==> config.mk <==
export PLATFORM = sky130hd
export DESIGN_NAME = pinmux_ctrl
export DESIGN_NICKNAME = d
export VERILOG_FILES = /design/src/rtl/pinmux_ctrl.sv
export SDC_FILE = /design/constraint.sdc
export NUM_CORES = 1
export LEC_CHECK = 0
export ABC_CLOCK_PERIOD_IN_PS = 9300
export CELL_PAD_IN_SITES_DETAIL_PLACEMENT = 0
export CELL_PAD_IN_SITES_GLOBAL_PLACEMENT = 1
export CORE_UTILIZATION = 45
export CTS_BUF_LIST = sky130_fd_sc_hd__clkbuf_2
export DETAILED_ROUTE_END_ITERATION = 16
export PLACE_DENSITY_LB_ADDON = 0.1
export SLEW_MARGIN = 20
export SYNTH_ARGS = -nofsm -noshare
export SYNTH_HDL_FRONTEND = slang
export SYNTH_SLANG_ARGS = --single-unit
export TNS_END_PERCENT = 30
==> constraint.sdc <==
create_clock -name clk_i -period 9.3 [get_ports clk_i]
set_input_delay 1.86 -clock clk_i [delete_from_list [all_inputs] [get_ports clk_i]]
set_output_delay 1.86 -clock clk_i [all_outputs]
set_load 0.005 [all_outputs]
==> src/rtl/pinmux_ctrl.sv <==
// pinmux_ctrl: run-time pin multiplexer with a blanking interlock
// on output pins and synchronised input routing.
module pinmux_ctrl #(
  parameter int unsigned OutPinNum  = 20,
  parameter int unsigned SrcNum     = 4,
  parameter int unsigned InPinNum   = 8,
  parameter int unsigned BlkInNum   = 8,
  parameter int unsigned HoldCycles = 4
) (
  input  logic                        clk_i,
  input  logic                        rst_ni,
  input  logic [OutPinNum*SrcNum-1:0] blk_out_i,
  input  logic [OutPinNum*SrcNum-1:0] blk_oe_i,
  output logic [OutPinNum-1:0]        pin_out_o,
  output logic [OutPinNum-1:0]        pin_oe_o,
  input  logic [InPinNum-1:0]         pin_in_i,
  output logic [BlkInNum-1:0]         blk_in_o,
  input  logic                        reg_req_i,
  input  logic                        reg_we_i,
  input  logic [7:0]                  reg_addr_i,
  input  logic [7:0]                  reg_wdata_i,
  output logic [7:0]                  reg_rdata_o,
  output logic                        reg_rvalid_o,
  output logic                        reg_err_o
);
  localparam int unsigned OSW = $clog2(SrcNum + 1);
  localparam int unsigned ISW = $clog2(InPinNum + 1);
  localparam logic [7:0] InBase = 8'h80;
  localparam logic [7:0] Hold = 8'(HoldCycles);

  logic [OutPinNum-1:0][OSW-1:0] tgt_q;
  logic [OutPinNum-1:0][OSW-1:0] act_q;
  logic [OutPinNum-1:0][7:0]     cnt_q;
  logic [BlkInNum-1:0][ISW-1:0]  isel_q;
  logic [InPinNum-1:0]           sync1_q;
  logic [InPinNum-1:0]           sync2_q;

  logic                 out_hit;
  logic                 in_hit;
  logic                 wr_ok;
  logic                 err_d;
  logic [7:0]           rdata_d;
  logic [7:0]           in_off;
  logic [OutPinNum-1:0] out_we;
  logic [BlkInNum-1:0]  in_we;
  logic [OutPinNum-1:0] pin_out_d;
  logic [OutPinNum-1:0] pin_oe_d;
  logic [OSW-1:0]       wsel_o;
  logic [ISW-1:0]       wsel_i;

  assign wsel_o = reg_wdata_i[OSW-1:0];
  assign wsel_i = reg_wdata_i[ISW-1:0];

  always_comb begin
    in_off  = reg_addr_i - InBase;
    out_hit = {24'd0, reg_addr_i} < OutPinNum;
    in_hit  = (reg_addr_i >= InBase) &&
              ({24'd0, in_off} < BlkInNum);
    err_d   = 1'b0;
    rdata_d = '0;
    unique case (1'b1)
      out_hit: begin
        if (reg_we_i) begin
          err_d = {24'd0, reg_wdata_i} > SrcNum;
        end else begin
          for (int p = 0; p < OutPinNum; p++)
            if (reg_addr_i == 8'(p))
              rdata_d = 8'(tgt_q[p]);
        end
      end
      in_hit: begin
        if (reg_we_i) begin
          err_d = {24'd0, reg_wdata_i} > InPinNum;
        end else begin
          for (int k = 0; k < BlkInNum; k++)
            if (in_off == 8'(k))
              rdata_d = 8'(isel_q[k]);
        end
      end
      default: err_d = 1'b1;
    endcase
    wr_ok = reg_req_i && reg_we_i && !err_d;
    for (int p = 0; p < OutPinNum; p++)
      out_we[p] = wr_ok && out_hit && (reg_addr_i == 8'(p));
    for (int k = 0; k < BlkInNum; k++)
      in_we[k] = wr_ok && in_hit && (in_off == 8'(k));
  end

  always_comb begin
    pin_out_d = '0;
    pin_oe_d  = '0;
    for (int p = 0; p < OutPinNum; p++)
      for (int s = 1; s <= SrcNum; s++)
        if (int'(act_q[p]) == s) begin
          pin_out_d[p] = blk_out_i[p*SrcNum+s-1];
          pin_oe_d[p]  = blk_oe_i[p*SrcNum+s-1];
        end
  end

  always_comb begin
    blk_in_o = '1;
    for (int k = 0; k < BlkInNum; k++)
      for (int i = 0; i < InPinNum; i++)
        if (int'(isel_q[k]) == i + 1)
          blk_in_o[k] = sync2_q[i];
  end

  always_ff @(posedge clk_i) begin
    if (!rst_ni) begin
      tgt_q        <= '0;
      act_q        <= '0;
      cnt_q        <= '0;
      isel_q       <= '0;
      sync1_q      <= '1;
      sync2_q      <= '1;
      pin_out_o    <= '0;
      pin_oe_o     <= '0;
      reg_rvalid_o <= 1'b0;
      reg_rdata_o  <= '0;
      reg_err_o    <= 1'b0;
    end else begin
      // A new source is only connected after the pin has been dark
      for (int p = 0; p < OutPinNum; p++) begin
        if (out_we[p] && (wsel_o != tgt_q[p])) begin
          tgt_q[p] <= wsel_o;
          if (wsel_o == '0 || Hold == 8'd0) begin
            act_q[p] <= wsel_o;
            cnt_q[p] <= '0;
          end else begin
            act_q[p] <= '0;
            cnt_q[p] <= Hold;
          end
        end else if (cnt_q[p] == 8'd1) begin
          act_q[p] <= tgt_q[p];
          cnt_q[p] <= '0;
        end else if (cnt_q[p] != 8'd0) begin
          cnt_q[p] <= cnt_q[p] - 8'd1;
        end
      end
      for (int k = 0; k < BlkInNum; k++)
        if (in_we[k])
          isel_q[k] <= wsel_i;
      sync1_q      <= pin_in_i;
      sync2_q      <= sync1_q;
      pin_out_o    <= pin_out_d;
      pin_oe_o     <= pin_oe_d;
      reg_rvalid_o <= reg_req_i;
      reg_rdata_o  <= reg_req_i ? rdata_d : '0;
      reg_err_o    <= reg_req_i && err_d;
    end
  end
endmodule

* Word-level counts from Yosys, hierarchy flattened *
Cells that the tools add are included.

operators by class
  $add $sub $neg = 21
  magnitude comparators = 5
  equal/unequal tests = 210
  multiplexer cells = 360
  reductions and logical operators = 119

operator list
  operator             number
  $mux 8               85
  $mux 1               226
  $eq 3x3->1 const B   60
  $eq 8x1->1 const B   22
  $eq 4x4->1 const B   40
  $reduce_bool 8->1    20
  $sub 8x1->8 const B  20
  $mux 3               46
  $eq 4x3->1 const B   16
  $eq 8x3->1 const B   8
  $eq 8x4->1 const B   8
  $eq 3x2->1 const B   20
  $ne 3x3->1           20
  $reduce_bool 3->1    20
  $logic_and 1x1->1    54
  $reduce_bool 2->1    20
  $eq 4x2->1 const B   8
  $eq 8x2->1 const B   4
  $eq 8x5->1 const B   4
  $logic_not 8->1      2
  $pmux 8 s2           1
  $ge 8x8->1 const B   1
  $gt 8x3->1 const B   1
  $gt 8x4->1 const B   1
  other kinds (8)      8

word-level totals
  register bits = 378
  bits of input ports = 188
  output and inout port bits = 58
  word-level logic and storage cells = 790

* Depth between registers and ports, before layout *
  depth after elaboration = 23
  mapped depth = 10
  mapped depth without buffers = 7

* Worst setup path after synthesis *
OpenSTA, ideal clock, no wires.

  kind = input port to flip-flop
  start = input reg_addr_i[4]
  end = register cnt_q[31] (netlist bit)
  setup time = 142 ps
  data arrival time = 4122 ps
  required time = 9158 ps
  setup slack = 5036 ps
  stages on the path = 7
  cell sequence = or4b_1 > clkbuf_1 > or4b_4 > a2111oi_4 > o311ai_2 > nand3_1 > a311oi_1

on the way
  word-level cells in the longest chain between the ends = 10
  elaborated cells between the ends (all ways) = 14

RTL lines
  what                                                                 line  source
  start: declaration                                                   20    input logic [7:0] reg_addr_i,
  $sub 8x8->8                                                          55    in_off = reg_addr_i - InBase;
  $lt 8x4->1                                                           58    ({24'd0, in_off} < BlkInNum);
  $logic_and 1x1->1                                                    57    in_hit = (reg_addr_i >= InBase) &&
  $pmux 1 s2                                                           61    unique case (1'b1)
  $logic_not 1->1                                                      82    wr_ok = reg_req_i && reg_we_i && !err_d;
  $logic_and 1x1->1                                                    82
  $logic_and 1x1->1                                                    84    out_we[p] = wr_ok && out_hit && (reg_addr_i == 8'(p));
  $logic_and 1x1->1 (*)                                                84
  $logic_and 1x1->1 (*)                                                124   if (out_we[p] && (wsel_o != tgt_q[p])) begin
  $reduce_bool 3->1 (no source line) / $mux 8 (equally long branches)  --
  end signal: indexed assignment                                       131   cnt_q[p] <= Hold;
  end signal: indexed assignment                                       137   cnt_q[p] <= cnt_q[p] - 8'd1;
  end: declaration                                                     33    logic [OutPinNum-1:0][7:0] cnt_q;

Mark *: on every way between the ends. The rest lies on a longest branch, timed or not.
A chain may end at the register's enable or synchronous reset.

* Worst setup path in the final report *
  start = register isel_q[24] (netlist bit)
  end = output blk_in_o[6]

on the way
  word-level cells in the longest chain between the ends = 9
  elaborated cells between the ends (all ways) = 16

RTL lines
  what                              line  source
  start: declaration                34    logic [BlkInNum-1:0][ISW-1:0] isel_q;
  start signal: indexed assignment  142   isel_q[k] <= wsel_i;
  $eq 4x2->1                        104   if (int'(isel_q[k]) == i + 1)
  $mux 1 (7 in a row)               104
  $mux 1 (*)                        104
  end: declaration                  17    output logic [BlkInNum-1:0] blk_in_o,

Marked as above.

==> impl_metrics.xml <==
<?xml version="1.0" encoding="UTF-8"?>
<metrics>
  <group name="sta">
    <metric name="timing_worst_slew_pin_value" unit="ps">1050</metric>
    <metric name="fin_crit_sh" unit="%">50.9</metric>
    <metric name="timing.final.setup_violations" unit="">0</metric>
    <metric name="clock_skew" unit="ps">94.8</metric>
    <metric name="setup_repair_after_global_routing_missed_its_margin" unit="">no</metric>
    <metric name="maxSlewHeadroom" unit="%">28.7</metric>
    <metric name="fin_crit" unit="ps">4730</metric>
    <metric name="tns" unit="ps">0</metric>
    <metric name="post-route-worst-setup-slack" unit="ps">4570</metric>
    <metric name="hold_viol_final" unit="">0</metric>
    <metric name="timing_max_transition_violations_final" unit="">0</metric>
    <metric name="max_freq" unit="GHz">0.211</metric>
  </group>
  <group name="clock_tree">
    <metric name="total_cts_buffers" unit="">102</metric>
    <metric name="tritoncts_num_sinks" unit="">374</metric>
    <metric name="max-clock-path-buffers" unit="">3</metric>
    <metric name="cts_tree" unit="">done</metric>
    <metric name="worst_skew_pair.late_latency" unit="ps">1020</metric>
    <metric name="cts.htree.levels" unit="">3</metric>
    <metric name="post_cts_buffers" unit="">0</metric>
    <metric name="clk_pin_slew" unit="ps">100</metric>
    <metric name="ctsHoldBuffers" unit="">0</metric>
    <metric name="clockRootBuffer" unit="">clkbuf_2</metric>
    <metric name="post_cts.resized_instances" unit="">0</metric>
  </group>
  <group name="global_route">
    <metric name="via_count_of_the_first_global_routing_pass" unit="">16541</metric>
    <metric name="groute.usage.overall" unit="%">24.8</metric>
    <metric name="number_of_antenna_violations_at_the_first_check_in_global_routing" unit="">1</metric>
    <metric name="grt.overflow.total" unit="">0</metric>
    <metric name="global_route_wire_length_before_repair" unit="mm">84.3</metric>
    <metric name="grt_start_max_net_pins" unit="">58</metric>
  </group>
  <group name="synthesis">
    <metric name="synth_enable_flop_cells" unit="">0</metric>
    <metric name="ys_top_cells_by_area" unit="">dfxtp_1 40%, nor2_1 6.2%, xnor2_1 5.4%</metric>
    <metric name="ys_ff_latch" unit="">374</metric>
    <metric name="synth_top_area_cell" unit="">dfxtp_1</metric>
    <metric name="syn_area_per_cell" unit="um^2">8.57</metric>
    <metric name="synthesis.area" unit="um^2">18700</metric>
    <metric name="postSynthCellCount" unit="">2187</metric>
    <metric name="seq_area_frac_synth" unit="%">40.0</metric>
    <metric name="ys_types" unit="">68</metric>
    <metric name="synth-async-reset-ratio" unit="%">0</metric>
    <metric name="share_of_the_synthesized_area_in_the_top_cell_type" unit="%">40.0</metric>
    <metric name="ys_warn_count" unit="">0</metric>
    <metric name="ys.flop_type" unit="">dfxtp_1</metric>
  </group>
  <group name="finish">
    <metric name="most_common_cell_after_layout_fill_and_taps_aside" unit="">dfxtp_1</metric>
    <metric name="fraction_of_final_layout_cells_with_drive_strength_greater_than_1" unit="%">10.2</metric>
    <metric name="n_fill_cell" unit="">3885</metric>
    <metric name="multi_input_comb_area" unit="um^2">10700</metric>
    <metric name="layout-area-overhead-vs-synth" unit="%">19.9</metric>
    <metric name="final_nets" unit="">2693</metric>
    <metric name="sequential_cell_area" unit="um^2">7490</metric>
    <metric name="layout_common_cells" unit="">374 x dfxtp_1, 307 x nor2_1, 237 x clkdlybuf4s50_1</metric>
  </group>
  <group name="routing">
    <metric name="route.vias.total" unit="">16933</metric>
    <metric name="routed_wire_length_per_instance" unit="um">17.2</metric>
    <metric name="drt.antenna.violating_nets" unit="">0</metric>
    <metric name="drt-initial-drc-count" unit="">1079</metric>
    <metric name="routed_via_density" unit="">5.52</metric>
    <metric name="detail_route.drc_violations" unit="">0</metric>
    <metric name="routed_wl" unit="mm">52.7</metric>
    <metric name="drt_pass1_iterations" unit="">5</metric>
  </group>
  <group name="die">
    <metric name="core.rowCount" unit="">74</metric>
    <metric name="dieArea" unit="um^2">42500</metric>
    <metric name="die_height" unit="um">206</metric>
    <metric name="core" unit="um^2">40900</metric>
    <metric name="fp.dieW" unit="um">206</metric>
    <metric name="floorplan.initialDensity" unit="%">45.8</metric>
    <metric name="ios" unit="">246</metric>
  </group>
  <group name="setup_path">
    <metric name="worstSetupStartpointType" unit="">flop</metric>
    <metric name="crit_start" unit="">isel_q[24]$_SDFFE_PN0P_</metric>
    <metric name="ff2ff_path_depth" unit="">6</metric>
    <metric name="cp.required" unit="ps">7440</metric>
    <metric name="signal_arrival_time_at_the_worst_endpoint" unit="ps">2870</metric>
    <metric name="worstSetupPathType" unit="">flop to output pin</metric>
    <metric name="critical_path.reg2reg.startpoint" unit="">cnt_q[106]$_SDFFE_PN0P_</metric>
    <metric name="crit_fanout" unit="">6</metric>
    <metric name="crit_path_end_kind" unit="">output pin</metric>
  </group>
  <group name="outcome">
    <metric name="run_status" unit="">completed</metric>
  </group>
  <group name="placed_design">
    <metric name="routability_congestion_estimate" unit="">0.879</metric>
    <metric name="placement_setup_slack" unit="ps">3820</metric>
    <metric name="hpwlAfterDp" unit="mm">37.1</metric>
    <metric name="place.port_buffers" unit="">241</metric>
  </group>
  <group name="power_and_ir_drop">
    <metric name="leakagePower" unit="nW">8.50</metric>
    <metric name="p_total" unit="mW">5.45</metric>
    <metric name="power_dens_cells" unit="nW/um^2">243</metric>
    <metric name="worst_ir_drop_vdd" unit="V">0.000139</metric>
  </group>
  <group name="min_path">
    <metric name="min_from" unit="">sync1_q[5]$_SDFF_PN1_</metric>
    <metric name="holdCritPathClass" unit="">flop to flop</metric>
    <metric name="holdPathStages" unit="">1</metric>
  </group>
  <group name="flow_run">
    <metric name="maxCapViolCount" unit="">0</metric>
  </group>
</metrics>
## cells in the mapped netlist (53+ instances only)
| cell type | n |
|---|---|
| a21oi_1 | 82 |
| clkbuf_1 | 62 |
| dfxtp_1 | 374 |
| inv_1 | 63 |
| mux2i_1 | 100 |
| nand2_1 | 167 |
| nand3_1 | 142 |
| nor2_1 | 307 |
| nor2b_1 | 58 |
| nor3_1 | 53 |
| nor4_1 | 63 |
| o21ai_0 | 76 |
| xnor2_1 | 116 |
## worst max-delay path: stages, from the launching register on
cell	delay, ps
dfxtp_1	470
mux4_2	540
a211oi_1	250
a21oi_1	130
clkdlybuf4s50_1	470
## logic make-up (layout without fill, tap and decap cells)
family                     Yosys count  after routing  share of synthesized area (%)
adders and majority gates           40             40                           2.67
xor gates and xnor gates           168            168                           7.85
buffers and inverters              147            493                           3.07
and+or+nand+nor                    928            928                           23.9
other                                1              5                         0.0200
muxes                              157            157                           9.49
DFF                                374            374                           40.0
AOI/OAI and AO/OA                  372            372                           13.0
## through the flow
| step | cell area, um^2 | hold slack [ps] | std cells | utilization (%) |
|---|---|---|---|---|
| final | 22500 | 366 | 3069 | 54.9 |
| after global routing | 22500 | 391 | 3069 | 54.9 |
| after CTS | 22500 | 355 | 3068 | 54.9 |
| after detailed placement | 21600 | 395 | 2893 | 52.7 |
| after global placement | 21600 | 389 | 2893 | 52.7 |
| after floorplan | 18700 | 386 | 2190 | - |
## final timing paths
kind                                          endpoint  slack [ps]
worst max register to register  act_q[40]$_SDFFE_PN0P_        6940
worst max-delay path                       blk_in_o[6]        4570
worst min register to register   sync2_q[5]$_SDFF_PN1_         370
worst min-delay path             sync2_q[5]$_SDFF_PN1_         370
## layout make-up
cell class                      instances  share of cell area (%)
Sequential cell                       374                    33.3
Antenna cell                            1                  0.0111
Inverter                               65                    1.09
Tap cell                              532                    2.96
Clock buffer                          150                    3.34
Multi-Input combinational cell       1669                    47.6
Timing Repair Buffer                  253                    11.1
Clock inverter                         25                   0.563
## report_power, final
part / switching [mW] / leakage (nW) / internal [mW]
sequential: 0.283 / 3.05 / 1.90
combinational: 1.17 / 4.77 / 0.964
clock: 0.682 / 0.678 / 0.453
total: 2.14 / 8.50 / 3.31
## layer usage
layer	vias to the layer above	GRT usage, %	part of all wire (%)
li1	8387	-	-
met1	7966	32.4	46
met2	500	40.0	45
met3	80	5.14	6.6
met4	0	9.16	2.1
met5	-	0	0
## registers in the layout, indices dropped and copies added (netlist names)
register,cells
sync2_q,8
cnt_q,160
pin_oe_o,20
act_q,60
sync1_q,8
reg_err_o,1
isel_q,32
reg_rdata_o,4
tgt_q,60
pin_out_o,20
reg_rvalid_o,1
Note: power is estimated with default switching activity, not from simulation.
